===== config.mk =====
export PLATFORM = sky130hd
export DESIGN_NAME = rc4_key_search_sequencer
export DESIGN_NICKNAME = d
export VERILOG_FILES = /design/src/rtl/rc4_key_search_sequencer.sv
export SDC_FILE = /design/constraint.sdc
export NUM_CORES = 1
export LEC_CHECK = 0
export CAP_MARGIN = 20
export CELL_PAD_IN_SITES_DETAIL_PLACEMENT = 0
export CELL_PAD_IN_SITES_GLOBAL_PLACEMENT = 1
export CORE_MARGIN = 2
export CORE_UTILIZATION = 34
export CTS_BUF_LIST = sky130_fd_sc_hd__clkbuf_8 sky130_fd_sc_hd__clkbuf_16
export CTS_CLUSTER_DIAMETER = 80
export DETAILED_ROUTE_END_ITERATION = 8
export PLACE_DENSITY = 0.88
export SYNTH_ARGS = -nofsm -noshare
export SYNTH_HDL_FRONTEND = slang
export SYNTH_SLANG_ARGS = --single-unit

===== constraint.sdc =====
create_clock -name clk -period 1.8 [get_ports clk]
set_input_delay 0.36 -clock clk [delete_from_list [all_inputs] [get_ports clk]]
set_output_delay 0.36 -clock clk [all_outputs]
set_load 0.005 [all_outputs]

===== src/rtl/rc4_key_search_sequencer.sv =====
// Top-level sequencer for the RC4 key search: walks candidate keys, runs the
// per-key sub-tasks over start/finish handshakes and samples the checker verdict.
module rc4_key_search_sequencer #(
    parameter int              NUM_TASKS      = 3,
    parameter int              KEY_W          = 24,
    parameter logic [KEY_W-1:0] KEY_START     = '0,
    parameter logic [KEY_W-1:0] KEY_END       = KEY_W'('h3FFFFF),
    parameter int              TIMEOUT_CYCLES = 0,
    parameter int              SEL_W          = $clog2(NUM_TASKS + 1)
) (
    input  logic                 clk,
    input  logic                 reset_n,
    input  logic                 start,
    input  logic                 abort,
    input  logic [NUM_TASKS-1:0] task_finish,
    input  logic                 key_valid,
    output logic [NUM_TASKS-1:0] task_start,
    output logic [SEL_W-1:0]     select_task,
    output logic [KEY_W-1:0]     key,
    output logic                 busy,
    output logic                 done,
    output logic                 key_found,
    output logic                 timeout_err
);

    localparam int TASK_W = (NUM_TASKS > 1) ? $clog2(NUM_TASKS) : 1;
    localparam int TMR_W  = (TIMEOUT_CYCLES > 1) ? $clog2(TIMEOUT_CYCLES) : 1;
    localparam logic [TASK_W-1:0] LAST_TASK = TASK_W'(NUM_TASKS - 1);
    localparam logic [TMR_W-1:0]  TMR_LAST  =
        TMR_W'((TIMEOUT_CYCLES > 0) ? TIMEOUT_CYCLES - 1 : 0);

    typedef enum logic [2:0] {
        S_IDLE,
        S_START_TASK,
        S_WAIT_TASK,
        S_CHECK,
        S_NEXT_KEY,
        S_DONE
    } state_t;

    typedef struct packed {
        logic [NUM_TASKS-1:0] task_start;
        logic [SEL_W-1:0]     select_task;
        logic                 busy;
        logic                 done;
    } outs_t;

    state_t            state;
    logic [TASK_W-1:0] task_idx;
    logic [TMR_W-1:0]  timer;
    outs_t             outs_q;

    // Output image of a state, registered alongside the transition into it.
    function automatic outs_t decode(input state_t s, input logic [TASK_W-1:0] t);
        outs_t o;
        o = '0;
        case (s)
            S_START_TASK: begin
                o.task_start  = NUM_TASKS'(1) << t;
                o.select_task = SEL_W'(t) + SEL_W'(1);
                o.busy        = 1'b1;
            end
            S_WAIT_TASK: begin
                o.select_task = SEL_W'(t) + SEL_W'(1);
                o.busy        = 1'b1;
            end
            S_CHECK: begin
                o.select_task = SEL_W'(NUM_TASKS);
                o.busy        = 1'b1;
            end
            S_NEXT_KEY: o.busy = 1'b1;
            S_DONE:     o.done = 1'b1;
            default:    o = '0;
        endcase
        return o;
    endfunction

    // NOTE: all state updates use non-blocking assignments so every register
    // samples the pre-edge values regardless of statement order.
    always_ff @(posedge clk) begin
        if (!reset_n) begin
            state       <= S_IDLE;
            key         <= KEY_START;
            task_idx    <= '0;
            timer       <= '0;
            key_found   <= 1'b0;
            timeout_err <= 1'b0;
            outs_q      <= '0;
        end else if (abort && (state inside {S_START_TASK, S_WAIT_TASK, S_CHECK, S_NEXT_KEY})) begin
            state       <= S_IDLE;
            key         <= KEY_START;
            task_idx    <= '0;
            timer       <= '0;
            key_found   <= 1'b0;
            timeout_err <= 1'b0;
            outs_q      <= decode(S_IDLE, '0);
        end else begin
            case (state)
                S_IDLE, S_DONE: begin
                    if (start) begin
                        state       <= S_START_TASK;
                        key         <= KEY_START;
                        task_idx    <= '0;
                        key_found   <= 1'b0;
                        timeout_err <= 1'b0;
                        outs_q      <= decode(S_START_TASK, '0);
                    end
                end
                S_START_TASK: begin
                    // A finish coincident with the start pulse is deliberately not sampled.
                    timer  <= '0;
                    state  <= S_WAIT_TASK;
                    outs_q <= decode(S_WAIT_TASK, task_idx);
                end
                S_WAIT_TASK: begin
                    if (task_finish[task_idx]) begin
                        if (task_idx == LAST_TASK) begin
                            state  <= S_CHECK;
                            outs_q <= decode(S_CHECK, task_idx);
                        end else begin
                            task_idx <= task_idx + TASK_W'(1);
                            state    <= S_START_TASK;
                            outs_q   <= decode(S_START_TASK, task_idx + TASK_W'(1));
                        end
                    end else if (TIMEOUT_CYCLES != 0 && timer == TMR_LAST) begin
                        state       <= S_DONE;
                        timeout_err <= 1'b1;
                        key_found   <= 1'b0;
                        outs_q      <= decode(S_DONE, '0);
                    end else if (TIMEOUT_CYCLES != 0) begin
                        timer <= timer + TMR_W'(1);
                    end
                end
                S_CHECK: begin
                    if (key_valid) begin
                        state     <= S_DONE;
                        key_found <= 1'b1;
                        outs_q    <= decode(S_DONE, '0);
                    end else if (key == KEY_END) begin
                        state     <= S_DONE;
                        key_found <= 1'b0;
                        outs_q    <= decode(S_DONE, '0);
                    end else begin
                        state  <= S_NEXT_KEY;
                        outs_q <= decode(S_NEXT_KEY, '0);
                    end
                end
                S_NEXT_KEY: begin
                    // The range end is caught in CHECK, so this increment never wraps.
                    key      <= key + KEY_W'(1);
                    task_idx <= '0;
                    state    <= S_START_TASK;
                    outs_q   <= decode(S_START_TASK, '0);
                end
                default: begin
                    state  <= S_IDLE;
                    outs_q <= '0;
                end
            endcase
        end
    end

    assign task_start  = outs_q.task_start;
    assign select_task = outs_q.select_task;
    assign busy        = outs_q.busy;
    assign done        = outs_q.done;

endmodule


==> results of run 1 <==
-- metal layers --
| layer | vias up | track usage (%) | share of wire [%] |
|---|---|---|---|
| met4 | 0 | 5.93 | 1.4 |
| met5 | - | 0 | 0 |
| li1 | 1022 | - | - |
| met1 | 948 | 23.1 | 48 |
| met3 | 9 | 3.48 | 4.4 |
| met2 | 48 | 27.8 | 46 |
-- placed cells by master (no fill, tap or decap), types with 4 or more instances in the layout --
cell type,count
buf_4,31
nand3_1,16
o21ai_0,8
a21oi_1,24
nand4_1,5
clkdlybuf4s50_1,39
o211ai_1,10
nand2_1,20
ha_1,6
inv_1,7
o21ai_1,4
and3_1,6
and2_1,6
nor2b_1,4
clkbuf_8,6
nor2_1,16
dfxtp_1,33
or3_1,13
-- per-stage QoR --
step | utilization, % | TNS [ns] | instance area, µm² | power, mW
2_1_floorplan | - | -0.748 | 2000 | 1.00
3_3_place_gp | 47.5 | -0.553 | 2650 | 1.12
3_5_place_dp | 47.5 | -1.06 | 2650 | 1.12
4_1_cts | 49.3 | 0 | 2750 | 1.70
5_1_grt | 49.9 | 0 | 2780 | 1.77
6_report | 49.9 | 0 | 2780 | 1.69
-- worst register-to-register path, stage by stage (launching register included) --
cell and delay, ns:
dfxtp_2 0.33, or3b_4 0.41, nor4_4 0.13, buf_4 0.19, nand4_4 0.14, or3_1 0.36, a21oi_2 0.12
-- flip-flops by register name, indices dropped and copies added, names as in the netlist --
register	count
key_found	1
state	3
select_task	2
task_idx	2
key	24
done	1
task_start	3
busy	1
-- cells by family (layout without fill, tap and decap cells) --
kind of cell	count (synthesis)	in the layout	share of synthesized area [%]
mux	5	5	2.64
other cells	1	1	0.188
simple gates	112	112	31.8
compound gates	66	66	20.8
flops	37	37	37.2
fa+ha+maj	6	6	3.77
buf+inv	17	83	3.58
-- path summary, 6_finish.rpt --
| kind | to | slack, ns |
|---|---|---|
| hold reg to reg | task_start[0] | 0.46 |
| setup / recovery | key[17] | 0.06 |
| setup reg to reg | key[17] | 0.06 |
| hold / removal | task_start[0] | 0.46 |
-- where the power goes --
group | internal (mW) | switching, mW | total (mW)
combinational | 0.123 | 0.139 | 0.262
clock | 0.298 | 0.285 | 0.583
sequential | 0.836 | 0.00980 | 0.846
-- repair_timing --
| action | in CTS | in global routing |
|---|---|---|
| setup endpoints to repair | 7 | 18 |
| gates cloned | 0 | 0 |
| buffers inserted | 1 | 0 |
| resized for setup | 3 | 9 |
| pin swaps | 6 | 2 |
| hold endpoints to repair | 0 | 0 |
-- cell type report --
cell class,count,share of cell area (%)
multi-input cells,190,43.6
flip-flops and latches,37,26.9
repair buffers,70,22.4
well taps,72,3.24
clock buffers,6,2.97
inverters,6,0.809
clock inverters,1,0.135
==> results.py, run 1 <==
metrics = {
    "route": {
        "vias_per_cell": 5.31,
        "ant_nets": 0,
        "dr.pass1.iters": 4,
        "drc": 0,
        "vias": 2027,
        "routed_wl_mm": 5.15,
        "drt_iter0_drc": 156,
        "wl_per_cell_um": 13.5,
    },
    "sta": {
        "rsz0062_at_grt": "yes",
        "final_max_slew_viol_count": 0,
        "setup_viol": 0,
        "finalCritPeriodShare_pct": 96.9,
        "max_freq_mhz": 574,
        "setup_ws_ns": 0.0565,
        "whs_ns": 0.461,
        "clock_skew_ns": 0.00371,
        "min_period_ns": 1.74,
        "hold_viol": 0,
    },
    "grt": {
        "antenna_found_initial": 0,
        "grt_pass1_wl_mm": 8.87,
        "grt_pass1_vias": 1884,
        "grt_max_degree": 15,
        "grt_overflow": 0,
        "grt_usage_pct": 17.3,
    },
    "job": {
        "max_cap_viol_count": 0,
    },
    "placed_design": {
        "place_congestion": 0.831,
        "post-dp-hpwl_mm": 3.76,
        "dp.cells": 374,
        "io_buffers": 39,
        "place_ws_ns": -0.0966,
    },
    "finish": {
        "antenna_cells": 0,
        "register_area_um2": 748,
        "drive_gt1_share_pct": 17.1,
        "nNetsFinal": 324,
        "area_growth_pct": 39.8,
        "final.fill_count": 549,
        "layout.cells.non_filler": 382,
        "multi_input_area_um2": 1210,
    },
    "power": {
        "peakVddDrop_uv": 293,
        "cellPowerDensity_nw_per_um2": 608,
        "leakagePower_nw": 1.00,
    },
    "worst_setup_path": {
        "path_class": "flip-flop to flip-flop",
        "reg2reg_depth": 6,
        "crit_arrival_ns": 1.97,
        "crit_required_ns": 2.03,
        "worstReg2RegStart": "state[1]",
        "cpMaxStageDelayCell": "or3b_4",
        "slowest_delay_ns": 0.41,
        "end_kind": "flip-flop",
        "crit_path_start_kind": "flip-flop",
        "crit_chain": "or3b_4 > nor4_4 > buf_4 > nand4_4 > or3_1 > a21oi_2",
        "crit_fanout": 8,
        "critical_path_buf_inv_count": 1,
        "crit_start": "state[1]",
        "critical_path_depth": 6,
        "critPathTopFamily": "simple AND/OR/NAND/NOR gates",
    },
    "clocking": {
        "htree_levels": 2,
        "root_buffer": "clkbuf_8",
        "clock_latency_ns": 0.29,
        "clock_sinks": 37,
        "clkTransAtPathRegs_ns": 0.07,
        "clk_path_buf_depth": 2,
        "numCtsBuffers": 5,
        "postCtsHoldBufs": 0,
        "cts_tree": "yes",
    },
    "synthesis": {
        "synth_nets": 258,
        "netlist.area_leader.share_pct": 37.2,
        "synth_top_area_cell": "dfxtp_1",
        "synth_cell_types": 46,
        "yosysSeqAreaShare_pct": 37.2,
        "netlist_top_cells_count": "37 x dfxtp_1, 25 x a21oi_1, 21 x nand2_1",
        "yosys_warnings": 0,
        "synthCells": 244,
        "ys_seq_elements": 37,
        "async_flop_share_pct": 0,
        "synth_area_leaders": "dfxtp_1 37%, a21oi_1 6.3%, nand3_1 4.3%, or3_1 4.1%, nand2_1 4.0%",
        "synth.most_common_cell": "dfxtp_1",
        "synth-edff-count": 0,
        "synth-main-ff-cell": "dfxtp_1",
        "avgSynthCellArea_um2": 8.16,
        "synthesis.area_um2": 1990,
    },
    "floorplan": {
        "io_pins": 41,
        "die_area_um2": 6480,
        "start_util_pct": 35.7,
        "die_h_um": 80.5,
        "num_rows": 27,
        "core_area_um2": 5570,
        "die_x_um": 80.5,
    },
    "outcome": {
        "status": "complete, no violations",
    },
    "worst_hold_path": {
        "hold_depth": 2,
        "hp-class": "flip-flop to flip-flop",
        "hp-start": "task_start[0]",
    },
}
(Power assumes the default switching activity.)
==> inputs of run 2 (changes only) <==
CORE_ASPECT_RATIO = 0.6   (was default)
==> results.py, run 2 (same netlist as run 1, synthesis figures left out) <==
metrics = {
    "route": {
        "drt_iter0_drc": 157,
        "highest_layer": "met4",
        "wl_met1_mm": 3.04,
        "route.met3.wl_um": 343,
        "routed_wl_mm": 5.80,
        "vias_per_cell": 5.33,
        "met2WireLength_mm": 2.38,
        "wl_per_cell_um": 14.5,
        "dr.pass1.iters": 4,
        "drc": 0,
        "vias": 2126,
        "ant_nets": 0,
    },
    "finish": {
        "nNetsFinal": 334,
        "post-route-util_pct": 51.4,
        "largest_reg_flops": 24,
        "drive_gt1_share_pct": 22.3,
        "layout_common_cells": "41 x buf_4, 39 x clkdlybuf4s50_1, 34 x dfxtp_1",
        "top_register": "key",
        "area_growth_pct": 45.2,
        "final_common_cell": "buf_4",
        "final.fill_count": 545,
        "multi_input_area_um2": 1250,
        "antenna_cells": 0,
        "layout.cells.non_filler": 399,
        "register_area_um2": 744,
    },
    "power": {
        "swShare_pct": 27.0,
        "leakagePower_nw": 1.05,
        "peakVddDrop_uv": 286,
        "power.switching_mw": 0.453,
        "clkPwrFrac_pct": 32.4,
        "cellPowerDensity_nw_per_um2": 581,
        "pwr-share-comb_pct": 17.1,
        "p_int_mw": 1.23,
        "pwr-share-seq_pct": 50.5,
        "total_power_mw": 1.68,
    },
    "worst_setup_path": {
        "slowest_delay_ns": 0.40,
        "critPathTopFamily": "simple AND/OR/NAND/NOR gates",
        "crit_arrival_ns": 2.01,
        "worstReg2RegStart": "state[1]",
        "crit_start": "state[1]",
        "crit_required_ns": 2.02,
        "crit_chain": "or3b_4 > nor4_4 > buf_4 > nand4_4 > or3_1 > a21oi_2",
        "path_class": "flip-flop to flip-flop",
        "end_kind": "flip-flop",
        "critical_path_buf_inv_count": 1,
        "crit_path_start_kind": "flip-flop",
        "cpMaxStageDelayCell": "or3b_4",
        "crit_fanout": 7,
    },
    "sta": {
        "rsz0062_at_grt": "yes",
        "clock_skew_ns": 0.00678,
        "hold_viol": 0,
        "max_freq_mhz": 560,
        "finalCritPeriodShare_pct": 99.2,
        "setup_ws_ns": 0.0135,
        "final_max_slew_viol_count": 0,
        "min_period_ns": 1.79,
        "setup_viol": 0,
    },
    "worst_hold_path": {
        "hp-class": "flip-flop to flip-flop",
        "hp-start": "task_start[0]",
    },
    "placed_design": {
        "place_ws_ns": -0.118,
        "io_buffers": 39,
        "dp.cells": 390,
        "post-dp-hpwl_mm": 4.31,
        "place_congestion": 0.862,
    },
    "grt": {
        "grt_pass1_wl_mm": 9.31,
        "grt_usage_pct": 18.3,
        "grt_pass1_vias": 1924,
        "antenna_found_initial": 0,
        "grt_overflow": 0,
        "grt_max_degree": 19,
    },
    "clocking": {
        "clock_sinks": 37,
        "clkTransAtPathRegs_ns": 0.07,
        "postCtsHoldBufs": 0,
        "cts_tree": "yes",
        "root_buffer": "clkbuf_8",
        "clock_latency_ns": 0.29,
        "numCtsBuffers": 5,
        "htree_levels": 2,
        "clk_path_buf_depth": 2,
    },
    "floorplan": {
        "die_area_um2": 6500,
        "io_pins": 41,
        "num_rows": 21,
        "die_h_um": 63.3,
        "die_x_um": 103,
        "start_util_pct": 35.4,
        "core_area_um2": 5620,
    },
    "outcome": {
        "status": "complete, no violations",
    },
    "job": {
        "max_cap_viol_count": 0,
    },
}
## run 2: changes by cell type in the layout (fill, tap and decap cells not counted), moves of 2 or more
cell     previous run  this run
buf_4              31        41
a21oi_2             1         3
or3_4               0         2
nor3b_2             0         2
or3_1              13        11
nor3b_1             3         1
o21ai_2             0         2
a21oi_1            24        22
## run 2: through the flow
stage / hold slack, ns / instance area, µm² / setup TNS, ns
6_report: 0.460 / 2890 / 0
5_1_grt: 0.482 / 2890 / -0.272
4_1_cts: 0.462 / 2820 / 0
3_5_place_dp: 0.449 / 2720 / -1.38
3_3_place_gp: 0.450 / 2720 / -0.657
2_1_floorplan: 0.448 / 2000 / -0.748
## run 2: area by class of cell
| type | instances | share of cell area, % |
|---|---|---|
| timing repair buffer | 80 | 24.2 |
| clock buffer | 5 | 2.38 |
| clock inverter | 1 | 0.173 |
| sequential | 37 | 25.8 |
| inverter | 6 | 0.779 |
| tap | 80 | 3.46 |
| multi-input combinational | 190 | 43.3 |
## run 2: worst reg2reg max path, stage by stage (launching register included)
cell     delay, ns
dfxtp_2       0.32
or3b_4        0.40
nor4_4        0.20
buf_4         0.18
nand4_4       0.14
or3_1         0.35
a21oi_2       0.13
## run 2: layer usage
layer / track usage [%] / vias up
met5: 0 / -
li1: - / 1043
met2: 25.2 / 62
met4: 4.61 / 0
met3: 3.88 / 5
met1: 28.6 / 1016
## run 2: worst paths after layout
kind                   end  slack (ns)  cells after the start
max                key[17]        0.01                      6
min          task_start[0]        0.46                      2
max reg2reg        key[17]        0.01                      6
min reg2reg  task_start[0]        0.46                      2
## run 2: timing repair
action | 4_1_cts | 5_1_grt
buffers inserted | 2 | 1
resized for setup | 3 | 17
endpoints found under the setup margin | 7 | 32
pin swaps | 5 | 4
## run 2: power groups by stage
stage,clock (mW),combinational [mW],sequential [mW]
finish,0.544,0.287,0.849
global route,0.591,0.313,0.850
CTS,0.553,0.275,0.849
detailed placement,0,0.274,0.867
global placement,0,0.273,0.867
floorplan,0,0.133,0.868
